File: config.mk
export PLATFORM = sky130hd
export DESIGN_NAME = orion_csr_counters
export DESIGN_NICKNAME = d
export VERILOG_FILES = /design/src/rtl/orion_csr_counters_pkg.sv /design/src/rtl/orion_csr_counters_counter.sv /design/src/rtl/orion_csr_counters.sv
export SDC_FILE = /design/constraint.sdc
export NUM_CORES = 2
export LEC_CHECK = 0
export CORE_AREA = 2 2 295 297
export CTS_CLUSTER_DIAMETER = 100
export DETAILED_ROUTE_END_ITERATION = 10
export DIE_AREA = 0 0 297 299
export MAX_ROUTING_LAYER = met4
export PLACE_DENSITY_LB_ADDON = 0.12
export SETUP_SLACK_MARGIN = 0.1
export SLEW_MARGIN = 20
export SYNTH_ARGS = -nofsm -noshare
export SYNTH_HDL_FRONTEND = slang
export SYNTH_SLANG_ARGS = --single-unit
File: constraint.sdc
create_clock -name clk -period 8.65 [get_ports clk]
set_clock_uncertainty 0.05 [all_clocks]
set_input_delay 0.865 -clock clk [delete_from_list [all_inputs] [get_ports clk]]
set_output_delay 0.865 -clock clk [all_outputs]
set_load 0.01 [all_outputs]
File: src/rtl/orion_csr_counters_pkg.sv
// Shared CSR addresses, access-op encodings and event indices for the Orion counter block.
package orion_csr_counters_pkg;

  typedef logic [11:0] csr_addr_t;

  typedef enum logic [1:0] {
    CSR_OP_NONE = 2'b00,
    CSR_OP_RW   = 2'b01,
    CSR_OP_RS   = 2'b10,
    CSR_OP_RC   = 2'b11
  } csr_ops_t;

  localparam csr_addr_t CSR_MCYCLE        = 12'hB00;
  localparam csr_addr_t CSR_MINSTRET      = 12'hB02;
  localparam csr_addr_t CSR_MHPMCOUNTER3  = 12'hB03;
  localparam csr_addr_t CSR_MCYCLEH       = 12'hB80;
  localparam csr_addr_t CSR_MINSTRETH     = 12'hB82;
  localparam csr_addr_t CSR_MHPMCOUNTER3H = 12'hB83;
  localparam csr_addr_t CSR_CYCLE         = 12'hC00;
  localparam csr_addr_t CSR_HPMCOUNTER3   = 12'hC03;
  localparam csr_addr_t CSR_CYCLEH        = 12'hC80;
  localparam csr_addr_t CSR_HPMCOUNTER3H  = 12'hC83;
  localparam csr_addr_t CSR_MCOUNTINHIBIT = 12'h320;
  localparam csr_addr_t CSR_MHPMEVENT3    = 12'h323;
  localparam csr_addr_t CSR_SCOUNTOVF     = 12'hDA0;

  localparam int HPM_MAX = 29;

  typedef enum logic [7:0] {
    EV_LOAD         = 8'd0,
    EV_STORE        = 8'd1,
    EV_BRANCH_TAKEN = 8'd2,
    EV_STALL        = 8'd3
  } hpm_event_t;

  // Counter slot 0 is mcycle, slot 1 is minstret, slot k>=2 is mhpmcounter(k+1).
  function automatic logic [4:0] slot_to_index(input int slot);
    if (slot == 0) return 5'd0;
    else if (slot == 1) return 5'd2;
    else return 5'(slot + 1);
  endfunction

endpackage

File: src/rtl/orion_csr_counters_counter.sv
// One CNT_W-bit machine counter with half-word write and optional sticky overflow.
// ORION_HPM_OVF_EN adds the overflow bit output.
module orion_hpm_counter #(
  parameter int CNT_W = 64
) (
  input  logic             clk,
  input  logic             rst,
  input  logic             inc,
  input  logic             wr_lo,
  input  logic             wr_hi,
  input  logic [31:0]      wdata,
  output logic [CNT_W-1:0] count
`ifdef ORION_HPM_OVF_EN
  ,
  output logic             ovf
`endif
);

  // A write in the same cycle suppresses the increment.
  always_ff @(posedge clk) begin
    if (rst) count <= '0;
    else if (wr_lo) count[31:0] <= wdata;
    else if (wr_hi) count[CNT_W-1:32] <= wdata[CNT_W-33:0];
    else if (inc) count <= count + CNT_W'(1);
  end

`ifdef ORION_HPM_OVF_EN
  always_ff @(posedge clk) begin
    if (rst) ovf <= 1'b0;
    else if (wr_lo || wr_hi) ovf <= 1'b0;
    else if (inc && (&count)) ovf <= 1'b1;
  end
`endif

endmodule

File: src/rtl/orion_csr_counters.sv
// Machine counter/timer CSR block: cycle, instret, NUM_HPM perf counters, event selects, inhibit.
// ORION_HPM_OVF_EN enables per-HPM overflow bits, scountovf (DA0) and ovf_irq.
module orion_csr_counters
  import orion_csr_counters_pkg::*;
#(
  parameter int XLEN       = 32,
  parameter int NUM_HPM    = 4,
  parameter int NUM_EVENTS = 8,
  parameter int CNT_W      = 64
) (
  input  logic                  clk,
  input  logic                  rst,
  input  logic [11:0]           csr_addr,
  input  logic [XLEN-1:0]       csr_operand,
  input  logic [1:0]            csr_op,
  input  logic                  csr_ren,
  input  logic                  csr_wen,
  input  logic                  instr_retired,
  input  logic [NUM_EVENTS-1:0] hpm_event,
  output logic [XLEN-1:0]       csr_rdata,
  output logic                  csr_illegal,
  output logic                  ovf_irq
);

  localparam int NSLOT = NUM_HPM + 2;
  localparam int EVW   = $clog2(NUM_EVENTS + 1);
  localparam logic [31:0] INH_MASK = 32'h5 | (((32'h1 << NUM_HPM) - 32'h1) << 3);

  logic [CNT_W-1:0] cnt [NSLOT];
  logic [NSLOT-1:0] cnt_inc, cnt_wr_lo, cnt_wr_hi;
  logic [EVW-1:0]   evt_sel [NUM_HPM];
  logic [31:0]      inhibit;
  logic [4:0]       idx;
  logic             is_mcnt, is_ucnt, is_hi, is_inh, is_evt, cnt_impl, legal, wr_ok;
  logic [63:0]      full;
  logic [31:0]      rd_val, wr_val, operand;

  assign idx     = csr_addr[4:0];
  assign operand = 32'(csr_operand);
  assign wr_ok   = csr_wen && legal;

`ifdef ORION_HPM_OVF_EN
  logic [NSLOT-1:0] cnt_ovf;
  logic [31:0]      scountovf;
  logic             is_ovf;

  assign is_ovf = (csr_addr == CSR_SCOUNTOVF);

  always_comb begin
    scountovf = '0;
    for (int s = 0; s < NSLOT; s++)
      scountovf[slot_to_index(s)] = (s >= 2) && cnt_ovf[s];
  end

  always_ff @(posedge clk) begin
    if (rst) ovf_irq <= 1'b0;
    else ovf_irq <= |scountovf;
  end
`else
  assign ovf_irq = 1'b0;
`endif

  always_comb begin
    is_mcnt  = (csr_addr[11:8] == 4'hB) && (csr_addr[6:5] == 2'b00);
    is_ucnt  = (csr_addr[11:8] == 4'hC) && (csr_addr[6:5] == 2'b00);
    is_hi    = csr_addr[7];
    is_inh   = (csr_addr == CSR_MCOUNTINHIBIT);
    is_evt   = (csr_addr[11:5] == 7'h19) && (idx >= 5'd3) && (int'(idx) < 3 + NUM_HPM);
    cnt_impl = (idx == 5'd0) || (idx == 5'd2) || ((idx >= 5'd3) && (int'(idx) < 3 + NUM_HPM));
    legal    = (is_mcnt && cnt_impl) || (is_ucnt && cnt_impl && !csr_wen) || is_inh || is_evt;
`ifdef ORION_HPM_OVF_EN
    legal    = legal || (is_ovf && !csr_wen);
`endif
  end

  // Read value is always the pre-write, pre-increment state; RS/RC build on it.
  always_comb begin
    rd_val = '0;
    full   = '0;
    if (is_mcnt || is_ucnt) begin
      for (int s = 0; s < NSLOT; s++) begin
        if (slot_to_index(s) == idx) begin
          full   = 64'(cnt[s]);
          rd_val = is_hi ? full[63:32] : full[31:0];
        end
      end
    end
    if (is_inh) rd_val = inhibit;
    for (int h = 0; h < NUM_HPM; h++)
      if (is_evt && (int'(idx) == h + 3)) rd_val = 32'(evt_sel[h]);
`ifdef ORION_HPM_OVF_EN
    if (is_ovf) rd_val = scountovf;
`endif
    case (csr_op)
      CSR_OP_RW: wr_val = operand;
      CSR_OP_RS: wr_val = rd_val | operand;
      CSR_OP_RC: wr_val = rd_val & ~operand;
      default:   wr_val = rd_val;
    endcase
  end

  always_comb begin
    cnt_wr_lo = '0;
    cnt_wr_hi = '0;
    for (int s = 0; s < NSLOT; s++) begin
      if (wr_ok && is_mcnt && (slot_to_index(s) == idx)) begin
        cnt_wr_lo[s] = !is_hi;
        cnt_wr_hi[s] = is_hi;
      end
    end
  end

  always_comb begin
    cnt_inc    = '0;
    cnt_inc[0] = !inhibit[0];
    cnt_inc[1] = instr_retired && !inhibit[2];
    for (int h = 0; h < NUM_HPM; h++)
      for (int v = 1; v <= NUM_EVENTS; v++)
        if ((int'(evt_sel[h]) == v) && hpm_event[v-1] && !inhibit[h+3]) cnt_inc[h+2] = 1'b1;
  end

  for (genvar s = 0; s < NSLOT; s++) begin : g_cnt
    orion_hpm_counter #(.CNT_W(CNT_W)) u_cnt (
      .clk   (clk),
      .rst   (rst),
      .inc   (cnt_inc[s]),
      .wr_lo (cnt_wr_lo[s]),
      .wr_hi (cnt_wr_hi[s]),
      .wdata (wr_val),
      .count (cnt[s])
`ifdef ORION_HPM_OVF_EN
      ,
      .ovf   (cnt_ovf[s])
`endif
    );
  end

  always_ff @(posedge clk) begin
    if (rst) begin
      inhibit     <= '0;
      csr_rdata   <= '0;
      csr_illegal <= 1'b0;
      for (int h = 0; h < NUM_HPM; h++) evt_sel[h] <= '0;
    end else begin
      if (csr_ren || csr_wen) begin
        csr_rdata   <= legal ? XLEN'(rd_val) : '0;
        csr_illegal <= !legal;
      end
      if (wr_ok && is_inh) inhibit <= wr_val & INH_MASK;
      // Out-of-range selector values collapse to "never count".
      for (int h = 0; h < NUM_HPM; h++)
        if (wr_ok && is_evt && (int'(idx) == h + 3))
          evt_sel[h] <= (wr_val > 32'(NUM_EVENTS)) ? '0 : wr_val[EVW-1:0];
    end
  end

endmodule
==> qor.txt <==
CP Cell Sequence - clkdlybuf4s50_1, or3_1, nor3_1, o31ai_1, a221oi_1, or4_1, nor4_1, nand4_1, nor4b_1
Port Buf Inserts - 91
Slew HR - 10.57%
Arrival @ worst endpoint - 6.18 ns
Final worst path period need - 5.791 ns
Area of the die - 0.08880 mm^2
Worst setup EP type - register
Cell Pwr Density - 151.1 mW/mm^2
CP max stage delay - 0.99 ns
DPL Wire Length - 109.1 mm
Crit path required time - 9.04 ns
Row Count - 108
WS Path Type - primary input to register
Sw Share - 29.46%
Final Core Density - 39.00%
Comb pwr share - 11.5%
Final setup TNS - 0 ns
Clk network pwr share - 47.7%
Hold_buf cts - 0
CP startpoint kind - primary input
Core ar. - 0.08594 mm^2
Post-synth EDFFs - 16
Final setup viols - 0
Iter 0 DRT Violations - 4551
IO Count - 93
Worst skew pair latency - 0.67 ns
Peak Freq - 0.1727 GHz
Largest net degree at the start of global routing - 99
Resized cells post-CTS - 0
Post-DR vias/cell - 6.543
Worst-margin pin slew - 1.341 ns
First-pass GRT wire length - 220.1 mm
Leakage - 0.01045 uW
RSZ-0062 raised after global routing - no
Layout cells sized above 1 - 8.716%
Max-slew violations - 0
Overall track demand over capacity in global routing - 34.57%
Top FF cell, synth - dfxtp_1
Final period utilization - 66.95%
Ys async rst share - 0%
Initial antenna violation count - 14
Syn_area_per_cell - 7.675 um^2
Routed WL - 154.9 mm
Antenna-violating nets left - 0
# clock sinks - 439
Initial core utilization - 34.56%
Total grt overflow - 0
Register share of total power - 40.8%
Register area share after synthesis - 30.13%
Drt first pass iters - 7
Die width - 297 um
Vias in the first global route - 29250
Max clock buf depth - 3
CTS tree - yes
Worst Path Max Fanout - 22
Hold crit path type - register to register
Crit-path slowest cell - nand4_1
Clk Tree Root Cell - clkbuf_16
Die height - 299 um
Register bit total from synthesis - 439
Synthesized net count - 3935
Yosys cell types - 99
WL per Instance - 30.85 um
Final Wtd Congestion - 1.029
Routed vias - 32850
Status - finished, final reports clean
Max Cap Viol - 0
H-tree Lvls - 2
Worst VDD drop - 149.2 uV
Cell Int Power - 3572 uW
Worst hold slack - 0.4025 ns
Postcts setup bufs - 0
Synthesis warning total - 0
Clock Pin Slew Worst Setup and Hold Paths - 0.06 ns
Drt drc - 0
Inserted Clock Buffers - 57
Area delta synth->final - 12.84%
Hold Vio Cnt, Final - 0
Synthesized instance count - 3870
Reg2reg setup slack - 4.01 ns
Netlist Area Pre-Place - 0.02970 mm^2
Filler Cell Count - 9070
Final-stage net count - 3877
P_sw - 1492 uW
-- sequential cells by signal, indices dropped and copies added (netlist names) --
name / count
g_cnt.u_cnt.count: 384
csr_rdata: 32
evt_sel: 16
inhibit: 6
csr_illegal: 1
-- kinds of logic (layout without fill, tap and decap cells) --
group | after synthesis | in the layout | share of synthesized area [%]
and+or+nand+nor | 1570 | 1570 | 27.07
muxes | 212 | 212 | 7.894
xor gates and xnor gates | 143 | 143 | 4.217
AOI/OAI and AO/OA | 1141 | 1141 | 25.19
adders and majority gates | 6 | 6 | 0.2527
other | 1 | 11 | 0.01262
buffers and inverters | 358 | 343 | 5.232
DFF | 439 | 439 | 30.13
-- routing by layer --
layer  GRT usage, %  vias up  wire (um)
li1               -    14580          -
met1          48.71    15950      67230
met2          47.12     1949      62580
met3          7.146      367      17190
met4          15.03        0       7861
met5              -        -          0
-- layout by cell type (no fill, tap or decap), types with 13 or more instances in the layout --
cell type        instances
a211oi_1               119
buf_4                   94
nor2b_1                 14
and3_1                  85
and4_1                  43
clkbuf_16               57
a21oi_1                311
xor2_1                  59
o31ai_1                 13
and2_1                  56
mux2_2                  38
edfxtp_1                16
o22ai_1                 22
mux4_2                  14
xnor2_1                 84
nand3_1                174
a221oi_1                28
a2bb2oi_1               15
nor2_1                 347
a31oi_1                 83
o21a_1                  19
clkdlybuf4s50_1         87
nand2_1                323
a32oi_1                 27
inv_1                   51
nand4_1                112
o21ai_0                231
nor4_1                  78
or2_2                   14
or4_1                   19
nor3_1                 163
clkbuf_1                14
dfxtp_1                423
a22oi_1                 42
o221ai_1                16
or3_1                   49
mux2i_1                160
o211ai_1                43
-- cell type report --
type                       count  area, um^2  area share, %
clock buffer                  81        1617          4.823
inverter                      54       202.7         0.6047
antenna                       10       25.02        0.07466
tap                         1155        1445          4.312
clock inverter                21       202.7         0.6047
timing repair buffer         187        1657          4.943
multi-input combinational   3073       19420          57.94
sequential                   439        8949          26.70
-- metrics by stage --
stage | instances | total power, uW | cell area (um^2) | setup slack [ns]
after floorplan | 3870 | 2394 | 29700 | 5.000
after global placement | 4908 | 2669 | 31660 | 2.561
after detailed placement | 4908 | 2668 | 31660 | 2.421
after CTS | 5010 | 5066 | 33480 | 3.087
after global routing | 5018 | 5177 | 33510 | 2.655
final | 5020 | 5064 | 33520 | 2.859
-- critical path, delay by kind of cell --
family / cells / cell delay [ns]
and+or+nand+nor: 6 / 3.44
AOI/OAI and AO/OA: 2 / 0.96
buffers and inverters: 1 / 0.89
-- cell usage after synthesis (all sizes together) (11+ instances only) --
cell type  number  area [um^2]
dfxtp         423         8468
nor2          355         1335
nand2         324         1216
a21oi         315         1577
o21ai         237         1186
clkbuf        211        793.3
nand3         174        870.8
nor3          172        885.8
mux2i         160         1602
a211oi        124        955.9
nand4         112        700.7
buf            93        558.0
and3           85        531.8
a31oi          84        531.8
xnor2          84        735.7
nor4           82        531.8
and2           60        375.4
xor2           59        516.8
inv            52        195.2
or3            50        312.8
a22oi          48        360.4
o211ai         44        335.3
and4           43        376.6
mux2           38        427.9
a221oi         31        290.3
a32oi          31        286.5
o22ai          23        143.9
o21a           19        142.6
or4            19        142.6
o221ai         18        170.2
a2bb2oi        17        148.9
or2            17        106.4
edfxtp         16        480.5
nor2b          16        102.6
nor4b          15        162.6
mux4           14        315.3
o31ai          13        97.59
a2111oi        12        123.9
a311oi         11        96.34
nand2b         11        68.82
o22a           11        96.34
o311ai         11        96.34
-- final timing paths --
| kind | to | cells after the start | from |
|---|---|---|---|
| worst max-delay path | evt_sel[3][3]$_SDFFCE_PN0P_ | 9 | csr_addr[2] |
| worst max register to register | evt_sel[3][3]$_SDFFCE_PN0P_ | 8 | g_cnt[0].u_cnt.count[52]$_SDFFE_PP0P_ |
| worst min-delay path | csr_rdata[17]$_SDFFE_PP0P_ | 2 | csr_rdata[17]$_SDFFE_PP0P_ |
| worst min register to register | csr_rdata[17]$_SDFFE_PP0P_ | 2 | csr_rdata[17]$_SDFFE_PP0P_ |
-- power groups by stage --
| stage | Sequential (uW) | Combinational [uW] | Clock (uW) |
|---|---|---|---|
| global route | 2070 | 590 | 2520 |
| global placement | 2110 | 558 | 0 |
| CTS | 2070 | 559 | 2440 |
| finish | 2070 | 583 | 2410 |
| floorplan | 2100 | 293 | 0 |
| detailed placement | 2110 | 557 | 0 |
Note: power is estimated with default switching activity, not from simulation.
